### src/rtl/uart_queue_drain.sv
// uart_queue_drain: pops bytes from the send ring buffer and serialises each as an 8N1 UART frame.
module uart_queue_drain #(
  parameter int CLKS_PER_BIT = 2604,
  parameter int PTR_WIDTH = 9
) (
  input  logic                 CLK,
  input  logic                 INITIALIZE,
  input  logic [PTR_WIDTH-1:0] QUEUE_T,
  input  logic [7:0]           QUEUE_DATA,
  output logic [PTR_WIDTH-1:0] QUEUE_S,
  output logic                 UART_TX,
  output logic                 BUSY,
  output logic                 SENT
);
  localparam int CW = $clog2(CLKS_PER_BIT);
  localparam logic [CW-1:0] CMAX = CW'(CLKS_PER_BIT - 1);
  typedef enum logic [1:0] {IDLE, START, DATA, STOP} state_t;
  state_t state, state_n;
  logic [CW-1:0] cnt, cnt_n;
  logic [2:0] idx, idx_n;
  logic [7:0] shift, shift_n;
  logic [PTR_WIDTH-1:0] s_n;
  logic tx_n, busy_n, pop, tick;
  assign tick = cnt == '0;
  // The empty test uses the pre-edge write pointer, so a same-cycle write is seen one cycle later.
  assign pop = (QUEUE_S != QUEUE_T) && (state == IDLE || (state == STOP && tick));
  assign SENT = state == STOP && tick;
  always_comb begin
    state_n = state;
    idx_n = idx;
    shift_n = pop ? QUEUE_DATA : shift;
    s_n = QUEUE_S + PTR_WIDTH'(pop);
    tx_n = UART_TX;
    busy_n = BUSY;
    case (state)
      IDLE: if (pop) begin
        state_n = START;
        tx_n = 1'b0;
        busy_n = 1'b1;
      end
      START: if (tick) begin
        state_n = DATA;
        idx_n = 3'd0;
        tx_n = shift[0];
      end
      DATA: if (tick) begin
        state_n = idx == 3'd7 ? STOP : DATA;
        idx_n = idx + 3'd1;
        tx_n = idx == 3'd7 ? 1'b1 : shift[idx + 3'd1];
      end
      STOP: if (tick) begin
        state_n = pop ? START : IDLE;
        tx_n = !pop;
        busy_n = pop;
      end
    endcase
    // Parked at zero while idle so a pop always reloads a full bit period.
    cnt_n = state_n == IDLE ? '0 : (tick || state == IDLE) ? CMAX : cnt - 1'b1;
  end
  always_ff @(posedge CLK) begin
    if (INITIALIZE) begin
      state <= IDLE;
      cnt <= '0;
      idx <= '0;
      shift <= '0;
      QUEUE_S <= '0;
      UART_TX <= 1'b1;
      BUSY <= 1'b0;
    end else begin
      state <= state_n;
      cnt <= cnt_n;
      idx <= idx_n;
      shift <= shift_n;
      QUEUE_S <= s_n;
      UART_TX <= tx_n;
      BUSY <= busy_n;
    end
  end
endmodule

### config.mk
export PLATFORM = sky130hd
export DESIGN_NAME = uart_queue_drain
export DESIGN_NICKNAME = d
export VERILOG_FILES = /design/src/rtl/uart_queue_drain.sv
export SDC_FILE = /design/constraint.sdc
export NUM_CORES = 1
export LEC_CHECK = 0
export CAP_MARGIN = 0
export CORE_MARGIN = 3
export CORE_UTILIZATION = 52
export DETAILED_ROUTE_END_ITERATION = 6
export GPL_TIMING_DRIVEN = 0
export HOLD_SLACK_MARGIN = 0.02
export PLACE_DENSITY = 0.75
export REMOVE_ABC_BUFFERS = 1
export SETUP_SLACK_MARGIN = 0.02
export SYNTH_ARGS = -nofsm -noshare
export SYNTH_HDL_FRONTEND = slang
export SYNTH_SLANG_ARGS = --single-unit
### constraint.sdc
create_clock -name CLK -period 3.36 [get_ports CLK]
set_input_delay 0.336 -clock CLK [delete_from_list [all_inputs] [get_ports CLK]]
set_output_delay 0.336 -clock CLK [all_outputs]
set_load 0.02 [all_outputs]
### Word-level counts from Yosys, hierarchy flattened

Index checks and enable logic that the tools add are counted.

| word-level totals | value |
|---|---|
| bits in registers | 36 |
| latch bits | 0 |
| bits in writable memories | 0 |
| ROM bits | 0 |
| bits of input ports | 19 |
| output and inout bits | 12 |
| word-level logic and storage cells | 58 |
| memories kept | 0 |

| operators by class | value |
|---|---|
| add/sub/neg operators | 3 |
| $mul | 0 |
| div/mod/pow operators | 0 |
| order comparisons | 1 |
| equality and inequality tests | 9 |
| shift operators | 0 |
| mux-type cells | 22 |
| bitwise operators | 0 |
| reduce and logical (&&, ||, !) cells | 15 |

Operator list:

| kind | count |
|---|---|
| logical NOT 12 bit | 1 |
| two-way mux 12 bit | 1 |
| subtractor 12 x 1 -> 12 bit (second input constant) | 1 |
| two-way mux 1 bit | 10 |
| adder 9 x 1 -> 9 bit | 1 |
| != test 9 bit | 1 |
| two-way mux 2 bit | 4 |
| != test 2 bit (second input constant) | 4 |
| case mux 2 bit (4 select lines) | 1 |
| two-way mux 3 bit | 2 |
| case mux 3 bit (2 select lines) | 1 |
| AND reduction 3 bit | 2 |
| equality test 2 bit (second input constant) | 2 |
| logical NOT 2 bit | 2 |
| less-than comparator 3 x 4 -> 1 bit (second input constant) | 1 |
| case mux 1 bit (4 select lines) | 1 |
| AND reduction 4 bit | 1 |
| nonzero test 2 bit | 2 |
| adder 3 x 1 -> 3 bit (second input constant) | 1 |
| binary-select mux 1 bit (select 3 bit) | 1 |
| equality test 3 bit (second input constant) | 1 |
| OR reduction 3 bit | 1 |
| equality test 2 x 1 -> 1 bit (second input constant) | 1 |
| logical AND 1 bit | 2 |
| 4 further kinds | 5 |

### Depth between registers and ports, before layout

| logic depth | value |
|---|---|
| depth in word-level cells | 9 |
| gate-level depth with buffers | 14 |
| gate-level depth less buffers | 12 |

### Least setup slack after synthesis

OpenSTA, ideal clock, no wires.

| path | value |
|---|---|
| kind | reg-to-reg |
| from | register cnt[0] |
| to | register QUEUE_S[8] |
| setup time | 0.128 ns |
| data arrival time | 2.879 ns |
| data required time | 3.232 ns |
| path slack | 0.353 ns |
| stages on the path, launching flop included | 15 |
| buffers on the path | 2 |
| period minus slack after synthesis | 3.007 ns |
| cells stage by stage | dfxtp_1 -> inv_1 -> ha_1 -> or4b_1 -> buf_2 -> or4_4 -> a32oi_1 -> buf_6 -> ha_1 -> ha_1 -> nand2_1 -> nor2_1 -> and3_1 -> xnor2_1 -> nor2_1 |

| on the way | value |
|---|---|
| word-level cells in the longest chain between the ends | 5 |

Ends and longest elaborated chain:

| what | RTL line | text |
|---|---|---|
| from (decl) | 19 | `logic [CW-1:0] cnt, cnt_n;` |
| from (signal assigned) | 71 | `cnt <= cnt_n;` |
| logical NOT 12 bit | 24 | `assign tick = cnt == '0;` |
| logical AND 1 bit | 26 | `assign pop = (QUEUE_S != QUEUE_T) && (state == IDLE \|\| (state == STOP && tick));` |
| logical OR 1 bit | 26 |  |
| logical AND 1 bit | 26 |  |
| adder 9 x 1 -> 9 bit | 32 | `s_n = QUEUE_S + PTR_WIDTH'(pop);` |
| to (signal assigned) | 74 | `QUEUE_S <= s_n;` |
| to (decl) | 10 | `output logic [PTR_WIDTH-1:0] QUEUE_S,` |

No other way between the ends.
A chain may end at the register's enable or synchronous reset.

### Final worst setup path

| path | value |
|---|---|
| from | register cnt[0] |
| to | output port SENT |

| on the way | value |
|---|---|
| word-level cells in the longest chain between the ends | 2 |

Ends and longest elaborated chain:

| what | RTL line | text |
|---|---|---|
| logical NOT 12 bit | 24 |  |
| logical AND 1 bit | 27 | `assign SENT = state == STOP && tick;` |
| to (decl) | 13 | `output logic SENT` |

No other way between the ends.

==> out/results.tsv <==
metric	value	unit
outcome	completed	
cts.clk_slew.worst_paths	0.10	ns
cp-end-kind	primary output	
grt_max_degree	27	
rsz0062_at_grt	false	
area.growth.synth_to_final	20.94	%
hpwl	2.785	mm
ys_warn_count	0	
layout_commonest_cell	dfxtp_1	
p_comb_share	22.1	%
drcViolationCount	0	
vias_per_cell	5.671	
synth_area_leaders	dfxtp_1 (39%), nor2_1 (6.4%), xor2_1 (6.1%)	
synth_edf_count	0	
ys.flop_type	dfxtp_1	
ys_seq_area_share	38.66	%
cts_tree	built	
pwr-share-clk	26.3	%
grt_pass1_vias	1529	
drive_above_1_share	8.439	%
setup_slack	0.2938	ns
postRouteAntennaNets	0	
dpl.cell_count	274	
fin_crit_sh	91.26	%
first_pass_iters	6	
min_period	3.066	ns
dieHeight	65.88	µm
hold_path.class	reg2reg	
async_flop_share	0	%
start_util	55.00	%
p_int	0.6598	mW
pre_cts_ws	-0.6185	ns
cp_data_arrival_time	2.73	ns
tns	0	ns
syn-cell-area	1864	µm²
drt_iter0_drc	77	
track_usage	19.43	%
p_sw_share	30.13	%
max_cap_violations	0	
drv_slew	0	
worst_setup_path_start_kind	register	
die-area	4340	µm²
p_per_area	418.8	nW/µm²
place.gp.congestion	0.7870	
grt_pass1_wl	6.575	mm
syn_inst	209	
yosysTopAreaCellShare	38.66	%
fmax	0.3261	GHz
fin_nets	260	
root_buffer	clkbuf_4	
cts_buffer_depth	2	
via_count	1605	
tightest_slew	0.9686	ns
stdcell_count	283	
critPathKind	reg2out	
ios	31	
fin_util	66.52	%
p_sw	0.2846	mW
h-tree-depth	2	
postSynthAreaPerCell	8.920	µm²
clk_latency	0.35	ns
ys_ff_latch	36	
cp.required	3.02	ns
seqPwrFrac	51.7	%
p_leak	0.8833	nW
rows	21	
layout_common_cells	dfxtp_1 (36), nor2_1 (32), clkdlybuf4s50_1 (30)	
slew_headroom	35.22	%
wl_per_cell	13.93	µm
worst-path-max-fanout	9	
cts_sinks	36	
die_w	65.88	µm
yosysTopAreaCell	dfxtp_1	
cts_hold_buf	0	
cts_inserted_buffers	5	
yosysUniqueCellTypes	43	
totalWireLength	3.942	mm
finalSetupViolCount	0	
diodes	0	
core-area	3390	µm²
antenna_found_initial	0	
max-vdd-ir-drop	321.7	µV
portBuffers	30	
clock_skew	0.009780	ns
grt_overflow_total	0	
finalHoldViolations	0	
## path summary, 6_finish.rpt
kind	start	endpoint	slack (ns)	cells after the start
min reg2reg	shift[3]$_SDFFE_PP0N_	shift[3]$_SDFFE_PP0N_	0.51	2
max	cnt[0]$_SDFF_PP0_	SENT	0.29	6
max reg2reg	cnt[0]$_SDFF_PP0_	QUEUE_S[8]$_SDFF_PP0_	0.32	12
min	shift[3]$_SDFFE_PP0N_	shift[3]$_SDFFE_PP0N_	0.51	2
## flip-flops by register name, indices dropped and copies added, names as in the netlist
register	cells
idx	3
cnt	12
UART_TX	1
QUEUE_S	9
BUSY	1
shift	8
state	2
## power groups by stage
stage                     logic, mW  clock network, mW  registers (mW)
after global routing          0.229              0.272           0.493
final                         0.209              0.248           0.488
after detailed placement      0.199                  0           0.497
after global placement        0.194                  0           0.495
after CTS                     0.206              0.252           0.487
after floorplan               0.131                  0           0.497
## area by class of cell
| type | count | area, µm² |
|---|---|---|
| repair buffers | 31 | 307.8 |
| clock buffers | 6 | 51.30 |
| multi-input cells | 158 | 1092 |
| inverters | 4 | 15.01 |
| well taps | 46 | 57.56 |
| flip-flops and latches | 36 | 720.7 |
| clock inverters | 2 | 10.01 |
| fillers | 275 | 1135 |
## synth_stat cells (2+ instances only)
cell and number:
dfxtp_1 36, nor2_1 32, nand2_1 15, xor2_1 13, a21oi_1 9, xnor2_1 9
mux2i_1 8, clkbuf_1 7, ha_1 5, a211oi_1 4, a2bb2oi_1 4, nand3_1 4
nor2b_1 4, nor3_1 4, nor4_1 4, o21ai_0 4, o21ai_1 4, a221oi_1 3
and3_1 3, inv_1 3, or4_4 3, a31oi_1 2, buf_2 2, buf_6 2
mux4_2 2, nand3b_1 2, nand4_1 2, o21bai_1 2, or2_2 2, or3_1 2
## metrics by stage
step / hold slack (ns) / power [mW] / area, µm²
floorplan: 0.4051 / 0.6278 / 1805
global placement: 0.4690 / 0.6882 / 2163
detailed placement: 0.4782 / 0.6960 / 2163
CTS: 0.5113 / 0.9446 / 2251
global route: 0.5448 / 0.9937 / 2255
finish: 0.5060 / 0.9443 / 2255
## worst max-delay path: stages, from the launching register on
cell             delay, ns
dfxtp_1               0.36
inv_1                 0.07
ha_1                  0.19
or4b_4                0.56
or4_4                 0.55
inv_1                 0.07
clkdlybuf4s50_1       0.59
## repair_timing
item	in CTS	in global routing
endpoints found under the setup margin	9	1
resized for setup	2	1
pin swaps	1	0
buffers inserted	1	0
## cell families (layout without fill, tap and decap cells)
group | after synthesis | after routing | synth area share [%]
flip-flops | 36 | 36 | 38.66
multiplexers | 10 | 10 | 6.711
AND/OR/NAND/NOR | 84 | 84 | 23.69
XOR/XNOR | 22 | 22 | 10.34
AO/OA/AOI/OAI | 37 | 37 | 13.29
buffers and inverters | 15 | 43 | 3.960
adder cells (fa/ha/maj) | 5 | 5 | 3.356
## routing by layer
metal / routed length [µm] / global-route usage (%) / vias up
met2: 2047 / 34.42 / 45
met5: 0 / 0 / -
met3: 216 / 6.122 / 5
li1: - / - / 798
met4: 50 / 6.218 / 0
met1: 1628 / 21.92 / 757
Note: power is estimated with default switching activity, not from simulation.
==> variant 1: new RTL, same settings <==
`CLKS_PER_BIT`: 2604 -> 5208.
--- a/src/rtl/uart_queue_drain.sv
+++ b/src/rtl/uart_queue_drain.sv
@@ -2,3 +2,3 @@
 module uart_queue_drain #(
-  parameter int CLKS_PER_BIT = 2604,
+  parameter int CLKS_PER_BIT = 5208,
   parameter int PTR_WIDTH = 9
Check against the original RTL: same outputs for any inputs over 10 cycles, from zero or initial values; that may be too few to reach the edited logic, so the function may still have changed.
==> variant 1 against the unedited design <==
Synthesized area shrank 0.60%; power grew 10%; largest power group unchanged; routed wire length shrank 13%; design area grew 1.2%; sequential cell count grew 1; sequential share of layout area grew 0.51 points; largest cell class unchanged; fmax shrank 0.71%; worst setup slack lost 0.022 ns.
==> variant 1: results (changes against the unedited design) <==
Power
  – Total clock network power: 378 µW (was 248 µW)
  – Sequential share of power: 0.473 (was 0.517)
  – Static leakage power: 0.000864 µW (was 0.000883 µW)
  – Worst VDD drop: 0.000235 V (was 0.000322 V)

Route
  – Drt wl/cell: 11.9 µm (was 13.9 µm)
  – Per-cell via count in the routed design: 5.25 (was 5.67)
  – Initial drt markers: 69 (was 77)
  – DRT Pass-1 Iters: 4 (was 6)

Placement
  – Total half-perimeter wirelength after legalization and detailed placement: 2470 µm (was 2790 µm)

Min path
  – Hold Startpoint: shift[3]$_SDFFE_PP0P_ (was shift[3]$_SDFFE_PP0N_)
  – Hold EP: shift[3]$_SDFFE_PP0P_ (was shift[3]$_SDFFE_PP0N_)

Cells and area
  – Final layout net count: 267 (was 260)
  – Share of final-layout standard cells stronger than drive strength 1: 0.0576 (was 0.0844)
  – Registers with the highest flip-flop counts: cnt (13), QUEUE_S (9), shift (8) (was cnt (12), QUEUE_S (9), shift (8))
  – Reg area: 741 µm² (was 721 µm²)
  – Count of multi-input gates: 163 (was 158)
  – Clock network area share: 0.0450 (was 0.0272)
  – Fill cell total of the finished layout: 290 (was 275)
  – Multi-input gate share of total cell area: 0.465 (was 0.484)
  – CLK BUF: 5 (was 6)
  – Final-layout non-clock buffer area share: 0.132 (was 0.137)

Worst setup path
  – Worst R2R Path Depth: 8 (was 12)
  – Highest cell delay on the worst timing path: 0.66 ns (was 0.59 ns)
  – Master of the slowest instance on the critical path: or4_1 (was clkdlybuf4s50_1)
  – Crit. Startpoint: cnt[5]$_SDFF_PP0_ (was cnt[0]$_SDFF_PP0_)
  – Register-to-Register Setup Slack: 0.27 ns (was 0.32 ns)

Timing
  – Worst clock skew: 0.00798 ns (was 0.00978 ns)
  – Worst-case hold slack: 0.463 ns (was 0.506 ns)
  – Worst slew margin relative to its limit: 0.545 (was 0.352)

Synth
  – Post-synthesis share of cell area spent on xor and xnor gates: 0.104 (was 0.103)
  – Compound-cell area share of the yosys netlist: 0.123 (was 0.133)
  – Distinct cell type count of the synthesized netlist: 39 (was 43)
  – Share of synthesized cell area in full adder, half adder and majority cells: 0.0405 (was 0.0336)
  – Most common library cells after synthesis: dfxtp_1, nand2_1, a21oi_1, nor2_1, xor2_1 (was dfxtp_1, nor2_1, nand2_1, xor2_1)
  – Post-synthesis mux area share: 0.0662 (was 0.0671)

GRT
  – Vias in the first global route: 1416 (was 1529)
  – Largest net degree at the start of global routing: 21 (was 27)
  – Total GRT Usage: 0.185 (was 0.194)

Status
  – Result of the run: completed (unchanged)

CTS
  – Number of setup buffers added after CTS: 0 (was 1)
  – Post-CTS sizing: 0 (was 2)
-- variant 1: cell types whose count changed in the layout (fill, tap and decap cells not counted), sizes merged, moves of 4 or more --
| cell | delta |
|---|---|
| nand2b | +5 |
| a21oi | +8 |
| nand2 | +12 |
| nor2 | -16 |
| or3 | +4 |
| a2bb2oi | -4 |
-- variant 1: per-stage QoR --
step                      cell area (µm²)  setup WS (ns)  power [µW]  std cells
after CTS                            2280          0.153        1050        289
after global routing                 2280         0.0651        1090        289
after floorplan                      1820          0.599         612        205
after global placement               2180          0.297         669        281
final                                2280          0.272        1040        289
after detailed placement             2180          0.273         671        281
-- variant 1: routing by layer --
| metal | track usage | wire (µm) | share of wire |
|---|---|---|---|
| met1 | 0.241 | 1700 | 0.49 |
| met2 | 0.283 | 1450 | 0.42 |
| met3 | 0.0564 | 214 | 0.062 |
| met4 | 0.0777 | 73 | 0.021 |
| met5 | 0 | 0 | 0 |
==> variant 2: new RTL, config.mk and constraints unchanged <==
Without the edit above. Add an input register stage for `INITIALIZE`, `QUEUE_T` and `QUEUE_DATA`, without a reset; this delays them by one clock.
--- a/src/rtl/uart_queue_drain.sv
+++ b/src/rtl/uart_queue_drain.sv
@@ -17,2 +17,13 @@
   typedef enum logic [1:0] {IDLE, START, DATA, STOP} state_t;
+
+  logic INITIALIZE_q;
+  logic [PTR_WIDTH-1:0] QUEUE_T_q;
+  logic [7:0] QUEUE_DATA_q;
+
+  always_ff @(posedge CLK) begin
+    INITIALIZE_q <= INITIALIZE;
+    QUEUE_T_q    <= QUEUE_T;
+    QUEUE_DATA_q <= QUEUE_DATA;
+  end
+
   state_t state, state_n;
@@ -25,3 +36,3 @@
   // The empty test uses the pre-edge write pointer, so a same-cycle write is seen one cycle later.
-  assign pop = (QUEUE_S != QUEUE_T) && (state == IDLE || (state == STOP && tick));
+  assign pop = (QUEUE_S != QUEUE_T_q) && (state == IDLE || (state == STOP && tick));
   assign SENT = state == STOP && tick;
@@ -30,3 +41,3 @@
     idx_n = idx;
-    shift_n = pop ? QUEUE_DATA : shift;
+    shift_n = pop ? QUEUE_DATA_q : shift;
     s_n = QUEUE_S + PTR_WIDTH'(pop);
@@ -60,3 +71,3 @@
   always_ff @(posedge CLK) begin
-    if (INITIALIZE) begin
+    if (INITIALIZE_q) begin
       state <= IDLE;
Formal check against the unedited RTL: not equivalent (Yosys sat finds a counterexample within 4 cycles, from zero or initial values).
==> variant 2 against the unedited design <==
Non-clock buffer count is the same; first-iteration DRC count shrank 13%; power grew 50%; routed wire length shrank 7.2%; synthesized area grew 18%; register-to-register slack gained 0.06 ns; sequential power grew 47%; sequential cell count grew 18; utilization is essentially flat; design area grew 19%; synthesized cell count grew 5.3%; worst setup slack gained 0.083 ns; clock skew shrank 0.0029 ns.
==> variant 2: results (changes against the unedited design) <==
Status
  – Result of the run: completed (unchanged)

Worst setup path
  – Highest cell delay on the worst timing path: 0.53 ns (was 0.59 ns)
  – Worst path arrival time: 3.15 ns (was 2.73 ns)
  – Master of the slowest instance on the critical path: or4b_4 (was clkdlybuf4s50_1)
  – Largest fanout of any net on the critical path: 9 (unchanged)
  – Top Family by Delay on Critical Path: simple AND/OR/NAND/NOR gates (unchanged)

Synth
  – Most frequently used flop master after synthesis: dfxtp_1 (unchanged)
  – Sequential fraction of the synthesis area: 0.491 (was 0.387)
  – Distinct cell type count of the synthesized netlist: 44 (was 43)
  – Post-synthesis async set-or-reset flop share: 0 (unchanged)
  – Most common library cells after synthesis: dfxtp_1, nor2_1, nand2b_1, a21oi_1, xnor2_1 (was dfxtp_1, nor2_1, nand2_1, xor2_1)
  – Dominant cells by area after synthesis: dfxtp_1, xnor2_1, nand2b_1 (was dfxtp_1, nor2_1, xor2_1)
  – Total number of yosys warnings: 0 (unchanged)

Route
  – Number of DRC violations after detailed routing: 0 (unchanged)
  – DRT Pass-1 Iters: 4 (was 6)
  – Per-cell via count in the routed design: 5.16 (was 5.67)
  – Initial drt markers: 67 (was 77)
  – Aggregate routed wire length: 3660 µm (was 3940 µm)

Placement
  – Total half-perimeter wirelength after legalization and detailed placement: 2570 µm (was 2790 µm)
  – Gpl congestion: 0.745 (was 0.787)
  – Area of placed instances: 2520 µm² (was 2160 µm²)
  – Quantity of I/O buffers inserted on ports: 30 (unchanged)

CTS
  – Clock transition time at the flip-flop clock pins of the worst setup and hold paths: roughly 0.090 ns
  – CTS Root Cell: clkbuf_8 (was clkbuf_4)
  – H-tree level count: 2 (unchanged)
  – Clock latency reported for the late side of the worst-skew pair: 0.30 ns (was 0.35 ns)
  – Maximum clock insertion buffer count: 2 (unchanged)
  – Total clock buffers created by CTS: 5 (unchanged)

Timing
  – Worst Max-Slew Pin Slew: 0.969 ns (about the same)
  – Worst clock skew: 0.00687 ns (was 0.00978 ns)

GRT
  – Number of antenna violations at the first check in global routing: 0 (unchanged)
  – Largest net degree at the start of global routing: 35 (was 27)
  – Total GRT Usage: 0.161 (was 0.194)
  – Vias in the first global route: 1444 (was 1529)
  – Wire length of the first global-routing pass: 6510 µm (was 6580 µm)

Cells and area
  – Fill cell total of the finished layout: 339 (was 275)
  – Share of final-layout standard cells stronger than drive strength 1: 0.0803 (was 0.0844)
  – Final layout net count: 272 (was 260)
  – Total inserted antenna cells: 0 (unchanged)
  – Registers with the highest flip-flop counts: cnt (12), QUEUE_S (9), QUEUE_T_q (9) (was cnt (12), QUEUE_S (9), shift (8))

Power
  – Worst VDD drop: 0.000283 V (was 0.000322 V)
  – Net switching power: 314 µW (was 285 µW)
  – Static leakage power: 0.00102 µW (was 0.000883 µW)

Min path
  – Min-Delay Path Class: reg -> reg (unchanged)
==> variant 2: logic make-up (layout without fill, tap and decap cells) <==
logic type | count (synthesis) | count (layout) | share of synthesized area
mux | 11 | 11 | 0.0620
xor+xnor | 24 | 24 | 0.0955
buf+inv | 15 | 44 | 0.0296
simple gates | 79 | 79 | 0.198
fa+ha+maj | 5 | 5 | 0.0284
compound gates | 32 | 32 | 0.0955
flops | 54 | 54 | 0.491
==> variant 2: through the flow <==
stage | setup WS [ns] | instances | hold slack [ns] | util
3_5_place_dp | -0.188 | 290 | 0.449 | 0.625
6_report | 0.376 | 299 | 0.457 | 0.665
3_3_place_gp | -0.133 | 290 | 0.442 | 0.625
2_1_floorplan | 0.254 | 210 | 0.364 | -
4_1_cts | 0.155 | 299 | 0.457 | 0.662
5_1_grt | 0.0983 | 299 | 0.451 | 0.665
==> variant 2: worst paths after layout <==
kind / from / to / slack [ns] / cells after the start
setup reg to reg: cnt[0]$_SDFF_PP0_ / QUEUE_S[8]$_SDFF_PP0_ / 0.38 / 13
setup / recovery: cnt[0]$_SDFF_PP0_ / QUEUE_S[8]$_SDFF_PP0_ / 0.38 / 13
hold / removal: QUEUE_DATA_q[0]$_DFF_P_ / shift[0]$_SDFFE_PP0N_ / 0.46 / 2
hold reg to reg: QUEUE_DATA_q[0]$_DFF_P_ / shift[0]$_SDFFE_PP0N_ / 0.46 / 2
==> variant 2: worst reg2reg max path: stages (launching register included) <==
cell and delay [ns]:
dfxtp_1 0.33, inv_1 0.05, ha_1 0.19, or4b_4 0.53, nor4_4 0.28, and2_4 0.22, o21a_4 0.23, ha_1 0.21
ha_1 0.21, nand2_1 0.07, nor2_1 0.18, and3_1 0.20, xnor2_1 0.11, nor2_1 0.05
==> variant 2: power groups by stage <==
stage / Sequential [µW] / Combinational [µW] / Clock (µW)
floorplan: 732 / 115 / 0
global placement: 732 / 170 / 0
detailed placement: 733 / 172 / 0
CTS: 718 / 175 / 528
global route: 726 / 197 / 560
finish: 718 / 176 / 518
==> variant 2: repair_timing <==
| action | in CTS | in global routing |
|---|---|---|
| gates cloned | 0 | 0 |
| buffers inserted | 1 | 0 |
| pin swaps | 1 | 0 |
| endpoints found under the setup margin | 2 | 1 |
| gates resized for setup | 1 | 2 |
| endpoints found under the hold margin | 0 | 0 |
==> variant 2: final cells by class <==
type                            instances  share of cell area
Multi-Input combinational cell        151               0.398
Clock inverter                          2              0.0224
Clock buffer                            6              0.0308
Sequential cell                        54               0.404
Inverter                                5             0.00701
Tap cell                               50              0.0234
Timing Repair Buffer                   31               0.115
==> variant 2: per-layer routing <==
metal	wire, µm	up-vias	GRT usage	share of wire
li1	-	805	-	-
met1	1700	699	0.201	0.46
met2	1700	31	0.255	0.47
met3	188	9	0.0511	0.051
met4	70	0	0.0668	0.019
met5	0	-	0	0
